==> src/rtl/mwd_pkg.sv <==
// Shared definitions for the post-execution memory word display.
// Holds the controller state encoding, the 7-segment glyph table,
// the blank pattern and the byte stride between consecutive words.
package mwd_pkg;

  typedef enum logic [1:0] {
    MWD_CPU   = 2'd0,
    MWD_FETCH = 2'd1,
    MWD_WAIT  = 2'd2,
    MWD_SHOW  = 2'd3
  } mwd_state_e;

  // Segments are {g,f,e,d,c,b,a}, active-low (0 = lit).
  localparam logic [6:0] HEX_SEG [16] = '{
    7'h40, // 0
    7'h79, // 1
    7'h24, // 2
    7'h30, // 3
    7'h19, // 4
    7'h12, // 5
    7'h02, // 6
    7'h78, // 7
    7'h00, // 8
    7'h10, // 9
    7'h08, // A
    7'h03, // b
    7'h46, // C
    7'h21, // d
    7'h06, // E
    7'h0E  // F
  };

  localparam logic [6:0] SEG_BLANK = 7'h7F;

  // Byte distance between consecutive displayed words.
  localparam int WORD_STRIDE = 4;

endpackage

==> src/rtl/mem_word_display_btn_sync_edge.sv <==
// Button conditioner: STAGES-flop synchroniser for an asynchronous level,
// followed by a registered rising-edge detector. pulse_o is high for
// exactly one clk cycle, STAGES+1 cycles after the input rises.
module btn_sync_edge #(
  parameter int STAGES = 2
) (
  input  logic clk,
  input  logic reset,
  input  logic btn_i,
  output logic pulse_o
);

  logic [STAGES-1:0] sync_q;
  logic [STAGES-1:0] sync_d;
  logic              last_q;
  logic              last_d;
  logic              pulse_q;
  logic              pulse_d;

  // Shift the raw level through the synchroniser and detect a 0->1 step.
  always_comb begin
    sync_d  = {sync_q[STAGES-2:0], btn_i};
    last_d  = sync_q[STAGES-1];
    pulse_d = sync_q[STAGES-1] & ~last_q;
  end

  // Synchroniser, history and pulse registers.
  always_ff @(posedge clk or posedge reset) begin
    if (reset) begin
      sync_q  <= '0;
      last_q  <= 1'b0;
      pulse_q <= 1'b0;
    end else begin
      sync_q  <= sync_d;
      last_q  <= last_d;
      pulse_q <= pulse_d;
    end
  end

  assign pulse_o = pulse_q;

endmodule

==> src/rtl/mem_word_display.sv <==
// Post-execution memory inspector. After a "finish" pulse it takes over
// the data-memory read port, fetches one word of a BASE_ADDR-based window
// and shows its low nibbles on a multiplexed 7-segment display. next_i
// steps forward through the window with wrap-around.
// Optional build macro MWD_PREV_EN adds the prev_i port and backward stepping.
//
// Memory port protocol: while mem_owner_o is high this block owns the
// address port; mem_rd_o is high in FETCH and WAIT, mem_addr_o is constant
// from FETCH through SHOW, and mem_rdata_i is sampled READ_LAT cycles after
// the FETCH cycle (in FETCH itself when READ_LAT is 0). There is no
// backpressure: the memory must honour the fixed latency.
module mem_word_display
  import mwd_pkg::*;
#(
  parameter int                DIGITS     = 4,
  parameter int                ADDR_W     = 32,
  parameter int                DATA_W     = 32,
  parameter logic [ADDR_W-1:0] BASE_ADDR  = ADDR_W'(32'h0000_0004),
  parameter int                WORD_COUNT = 16,
  parameter int                READ_LAT   = 1,
  parameter int                SCAN_DIV   = 100000,
  localparam int               IDX_W      = (WORD_COUNT > 1) ? $clog2(WORD_COUNT) : 1
) (
  input  logic              clk,
  input  logic              reset,
  input  logic              finish_i,
  input  logic              next_i,
`ifdef MWD_PREV_EN
  input  logic              prev_i,
`endif
  output logic              mem_owner_o,
  output logic              mem_rd_o,
  output logic [ADDR_W-1:0] mem_addr_o,
  input  logic [DATA_W-1:0] mem_rdata_i,
  output logic [IDX_W-1:0]  index_o,
  output logic [DIGITS-1:0] sel_o,
  output logic [6:0]        seg_o,
  output mwd_state_e        dbg_state_o
);

  localparam int LAT_W = 2;
  localparam int PRE_W = $clog2(SCAN_DIV);
  localparam int DIG_W = (DIGITS > 1) ? $clog2(DIGITS) : 1;

  // ------------------------------------------------------------------
  // Input conditioning
  // ------------------------------------------------------------------
  logic finish_p;
  logic next_p;
  logic prev_p;

  btn_sync_edge #(.STAGES(2)) u_finish_sync (
    .clk     (clk),
    .reset   (reset),
    .btn_i   (finish_i),
    .pulse_o (finish_p)
  );

  btn_sync_edge #(.STAGES(2)) u_next_sync (
    .clk     (clk),
    .reset   (reset),
    .btn_i   (next_i),
    .pulse_o (next_p)
  );

`ifdef MWD_PREV_EN
  btn_sync_edge #(.STAGES(2)) u_prev_sync (
    .clk     (clk),
    .reset   (reset),
    .btn_i   (prev_i),
    .pulse_o (prev_p)
  );
`else
  assign prev_p = 1'b0;
`endif

  // ------------------------------------------------------------------
  // Controller state
  // ------------------------------------------------------------------
  mwd_state_e        state_q, state_d;
  logic [IDX_W-1:0]  index_q, index_d;
  logic [DATA_W-1:0] word_q,  word_d;
  logic [LAT_W-1:0]  lat_q,   lat_d;
  logic              owner_q, owner_d;
  logic              rd_q,    rd_d;
  logic [ADDR_W-1:0] addr_q,  addr_d;

  // Next-state logic: fetch sequencing and window stepping.
  always_comb begin
    state_d = state_q;
    index_d = index_q;
    word_d  = word_q;
    lat_d   = lat_q;
    case (state_q)
      MWD_CPU: begin
        if (finish_p) begin
          state_d = MWD_FETCH;
          index_d = '0;
        end
      end
      MWD_FETCH: begin
        if (READ_LAT == 0) begin
          word_d  = mem_rdata_i;
          state_d = MWD_SHOW;
        end else begin
          lat_d   = LAT_W'(READ_LAT - 1);
          state_d = MWD_WAIT;
        end
      end
      MWD_WAIT: begin
        if (lat_q == '0) begin
          word_d  = mem_rdata_i;
          state_d = MWD_SHOW;
        end else begin
          lat_d = lat_q - LAT_W'(1);
        end
      end
      MWD_SHOW: begin
        // Simultaneous next and prev cancel each other out.
        if (next_p && !prev_p) begin
          state_d = MWD_FETCH;
          if (index_q == IDX_W'(WORD_COUNT - 1)) index_d = '0;
          else                                   index_d = index_q + IDX_W'(1);
        end else if (prev_p && !next_p) begin
          state_d = MWD_FETCH;
          if (index_q == '0) index_d = IDX_W'(WORD_COUNT - 1);
          else               index_d = index_q - IDX_W'(1);
        end
      end
      default: state_d = MWD_CPU;
    endcase
  end

  // Memory-port outputs, registered from the next state so they line up
  // with the state they describe.
  always_comb begin
    owner_d = (state_d != MWD_CPU);
    rd_d    = (state_d == MWD_FETCH) || (state_d == MWD_WAIT);
    addr_d  = addr_q;
    if (state_d == MWD_FETCH) begin
      addr_d = BASE_ADDR + (ADDR_W'(index_d) * ADDR_W'(WORD_STRIDE));
    end
  end

  // Controller and memory-port registers.
  always_ff @(posedge clk or posedge reset) begin
    if (reset) begin
      state_q <= MWD_CPU;
      index_q <= '0;
      word_q  <= '0;
      lat_q   <= '0;
      owner_q <= 1'b0;
      rd_q    <= 1'b0;
      addr_q  <= '0;
    end else begin
      state_q <= state_d;
      index_q <= index_d;
      word_q  <= word_d;
      lat_q   <= lat_d;
      owner_q <= owner_d;
      rd_q    <= rd_d;
      addr_q  <= addr_d;
    end
  end

  // ------------------------------------------------------------------
  // Display scanner
  // ------------------------------------------------------------------
  logic [PRE_W-1:0]  presc_q, presc_d;
  logic [DIG_W-1:0]  digit_q, digit_d;
  logic [DIGITS-1:0] sel_q,   sel_d;
  logic [6:0]        seg_q,   seg_d;
  logic [3:0]        nibble;

  // Prescaler and digit pointer; they run in every state so the first
  // lit digit appears without a scan gap.
  always_comb begin
    presc_d = presc_q + PRE_W'(1);
    digit_d = digit_q;
    if (presc_q == PRE_W'(SCAN_DIV - 1)) begin
      presc_d = '0;
      if (digit_q == DIG_W'(DIGITS - 1)) digit_d = '0;
      else                               digit_d = digit_q + DIG_W'(1);
    end
  end

  // Digit enable and glyph for the slot being entered.
  always_comb begin
    nibble = word_d[{digit_d, 2'b00} +: 4];
    sel_d  = '1;
    seg_d  = SEG_BLANK;
    if (state_d != MWD_CPU) begin
      sel_d[digit_d] = 1'b0;
      seg_d          = HEX_SEG[nibble];
    end
  end

  // Scanner registers.
  always_ff @(posedge clk or posedge reset) begin
    if (reset) begin
      presc_q <= '0;
      digit_q <= '0;
      sel_q   <= '1;
      seg_q   <= SEG_BLANK;
    end else begin
      presc_q <= presc_d;
      digit_q <= digit_d;
      sel_q   <= sel_d;
      seg_q   <= seg_d;
    end
  end

  assign mem_owner_o = owner_q;
  assign mem_rd_o    = rd_q;
  assign mem_addr_o  = addr_q;
  assign index_o     = index_q;
  assign sel_o       = sel_q;
  assign seg_o       = seg_q;
  assign dbg_state_o = state_q;

endmodule

==> config.mk <==
export PLATFORM = sky130hd
export DESIGN_NAME = mem_word_display
export DESIGN_NICKNAME = d
export VERILOG_FILES = /design/src/rtl/mwd_pkg.sv /design/src/rtl/mem_word_display_btn_sync_edge.sv /design/src/rtl/mem_word_display.sv
export SDC_FILE = /design/constraint.sdc
export NUM_CORES = 1
export LEC_CHECK = 0
export ABC_CLOCK_PERIOD_IN_PS = 7400
export CORE_ASPECT_RATIO = 1.2
export CORE_MARGIN = 1
export CORE_UTILIZATION = 30
export CTS_BUF_LIST = sky130_fd_sc_hd__clkbuf_16
export CTS_CLUSTER_SIZE = 30
export DETAILED_ROUTE_END_ITERATION = 7
export SYNTH_ARGS = -nofsm -noshare
export SYNTH_HDL_FRONTEND = slang
export SYNTH_SLANG_ARGS = --single-unit
==> constraint.sdc <==
create_clock -name clk -period 7.4 [get_ports clk]
set_clock_uncertainty 0.15 [all_clocks]
set_input_delay 1.11 -clock clk [delete_from_list [all_inputs] [get_ports clk]]
set_output_delay 1.11 -clock clk [all_outputs]
set_load 0.1 [all_outputs]
==> impl_results.md <==
* Worst R2R Start: presc_q[0]
* Fraction of registers with async set/reset at 1.00
* Slew @ Worst Pin at 981 ps
* Startpoint types: flop
* Dominant cell type by area after synthesis: dfrtp_1
* Relative slew slack at 0.344
* Initial antenna violation count at 0
* Crit path kind: reg2reg
* CTS tree: done
* Post-Synthesis Cell Area at 3670 um2
* YS warnings at 0
* Global Route Usage Sum at 0.114
* Pre-antenna DRT Iters at 7
* Synth top area share at 0.395
* Num rows at 43
* Reg2reg setup slack at 3210 ps
* Synth unique cells at 53
* Register area share after synthesis at 0.474
* Worst R2R End: seg_o[3]
* # Max-Cap Violations at 0
* Die height at 123 um
* Clock sinks at 69
* RSZ-0062 raised after global routing: false
* Placeable Area at 11700 um2
* Largest net degree at the start of global routing at 70
* Cts bufs inserted at 9
* Die area at 12700 um2
* Initial DRC count at 102
* Final hold violations at 0
* Worst-skew pair later-pin latency at 330 ps
* Antenna diodes at 0
* Top cells by area, synth: dfrtp_1 (39%), dfstp_2 (7.9%), ha_1 (6.1%), buf_4 (5.5%), mux2_2 (4.3%)
* Placer congestion estimate at 0.768
* First-pass GRT wire length at 11100 um
* TNS Setup at 0 ps
* Achievable Freq at 0.239 GHz
* Cells resized by post-CTS repair at 0
* CTS root buf: clkbuf_16
* Post-synthesis instance total at 338
* Peak VDD IR at 188 uV
* Layout cells sized above 1 at 0.131
* CP endpoint kind: flop
* Min-Delay Startpoint: u_finish_sync.sync_q[0]
* # setup viols final at 0
* Top Ports at 87
* Final routed DRC violation total at 0
* Total wire length at 6580 um
* Filler Cell Count at 1193
* Global route overflow at 0
* Post-Syn Area per Cell at 10.9 um2
* Vias in the first global route at 2386
* Dominant synthesized flop cell: dfrtp_1
* Status: complete, no violations
* Port-buffer cells at 43
* Final ANT Viol Nets at 0
* Fin crit period at 4190 ps
* Final nets at 438
* Leak at 2.03 nW
* Worst path arrival time at 4270 ps
* Post-synth EDFFs at 0
* Starting density of the core at 0.313
* CP endpoint: seg_o[3]
* Synth Register Bits at 69
* HPWL after DPL at 4770 um
* FF-to-FF path depth at 11
* Total power at 1.94 mW
* Hold Path Class: reg2reg
* PwrDens at 433 nW/um2
* CP required at 7480 ps
* Fin. max-slew vios at 0
* CTS Buffer Depth at 2
* CP Launch Point: presc_q[0]
* Area Overhead vs Synth at 21.8%
* H-tree Lvls at 3
* Final period util at 0.566
* Via density at 4.61
* Clock-pin slew on the worst setup and hold paths at 50 ps
* Per-cell routed wire length at 12.1 um
* Max FO, Critical Path at 24
* Die X at 103 um
* Vias at 2512
* Post-CTS Repair Setup Buffers at 0
* Post-CTS Hold Buffers at 0
## flip-flops by register name, summed over array words and instances, names as in the netlist
name / flops
u_finish_sync.pulse_o: 1
seg_o: 7
u_finish_sync.last_q: 1
u_next_sync.last_q: 1
index_o: 4
u_next_sync.pulse_o: 1
lat_q: 2
sel_o: 4
mem_rd_o: 1
word_q: 16
u_finish_sync.sync_q: 2
dbg_state_o: 2
mem_owner_o: 1
u_next_sync.sync_q: 2
digit_q: 2
presc_q: 17
mem_addr_o: 5
## final cells by class
class,instances,area [um2],area share
clock buffers,9,225,0.0503
clock inverters,6,103,0.0229
inverters,25,96.3,0.0215
multi-input cells,235,1680,0.375
flip-flops and latches,69,1740,0.389
well taps,157,196,0.0439
repair buffers,44,438,0.0978
## per-layer routing
metal | part of all wire | up-vias | GRT usage | wire length [um]
met2 | 0.48 | 48 | 0.175 | 3160
met5 | 0 | - | 0 | 0
met3 | 0.046 | 11 | 0.0334 | 301
li1 | - | 1222 | - | -
met4 | 0.017 | 0 | 0.0572 | 114
met1 | 0.46 | 1231 | 0.145 | 3000
## stage by stage
stage | utilization | setup slack, ps | hold WS (ps) | instance area [um2] | cells
floorplan | - | 3580 | 181 | 3770 | 364
global placement | 0.354 | 3260 | 194 | 4150 | 530
detailed placement | 0.354 | 3230 | 186 | 4150 | 530
CTS | 0.382 | 3160 | 195 | 4480 | 545
global route | 0.382 | 2760 | 204 | 4480 | 545
finish | 0.382 | 3210 | 191 | 4480 | 545
## worst max-delay path: stages, from the launching register on
cell,delay [ps]
dfrtp_1,400
ha_1,240
and4_1,300
and4_1,830
mux2i_4,450
a311oi_1,70
a32oi_1,520
inv_1,180
ha_1,340
inv_1,40
a2111oi_0,480
a31oi_1,90
## report_power, final
part           switching (mW)  total (mW)  internal [mW]
registers              0.0332       0.520          0.487
clock network           0.146       0.469          0.324
logic                   0.662       0.948          0.287
total                   0.840        1.94           1.10
## worst min-delay path by stage
stage	to	slack (ps)	depth (start not counted)
global route	u_next_sync.sync_q[1]	200	0
detailed placement	u_finish_sync.sync_q[1]	190	0
floorplan	u_finish_sync.sync_q[1]	180	0
global placement	u_next_sync.sync_q[1]	190	0
finish	u_finish_sync.sync_q[1]	190	0
CTS	u_finish_sync.sync_q[1]	190	0
## layout by cell type (no fill, tap or decap), drive strengths merged, types with 3 or more instances in the layout
cell / netlist / final
mux2: 14 / 14
clkdlybuf4s50: 0 / 43
a31oi: 7 / 7
clkinv: 0 / 3
inv: 25 / 25
nor2: 18 / 18
nand3: 12 / 12
xnor2: 7 / 7
a21boi: 3 / 3
xor2: 8 / 8
mux2i: 16 / 16
nor3: 3 / 3
nor2b: 5 / 5
nand2: 22 / 22
bufinv: 0 / 3
nand2b: 4 / 4
nand4: 6 / 6
o21ai: 22 / 22
conb: 1 / 27
a311oi: 4 / 4
a21oi: 4 / 4
a22o: 3 / 3
ha: 18 / 18
and4: 3 / 3
dfstp: 11 / 11
dfrtp: 58 / 58
clkbuf: 2 / 9
## cell families after synthesis
| kind of cell | count (synthesis) | share of synthesized area |
|---|---|---|
| other | 1 | 0.00102 |
| DFF | 69 | 0.474 |
| muxes | 30 | 0.0899 |
| xor gates and xnor gates | 15 | 0.0358 |
| AOI/OAI and AO/OA | 58 | 0.116 |
| adders and majority gates | 18 | 0.0613 |
| buffers and inverters | 60 | 0.0967 |
| and+or+nand+nor | 87 | 0.125 |
## cells in the mapped netlist, types with 7 or more instances
cell type  number
dfrtp_1        58
o21ai_0        22
nor2_1         18
mux2_2         14
xor2_1          8
mux2i_1        15
nand3_1        12
ha_1           18
dfstp_2        11
xnor2_1         7
buf_4          27
a31oi_1         7
inv_1          24
nand2_1        22
No activity file was read; power rests on OpenSTA's default activity.
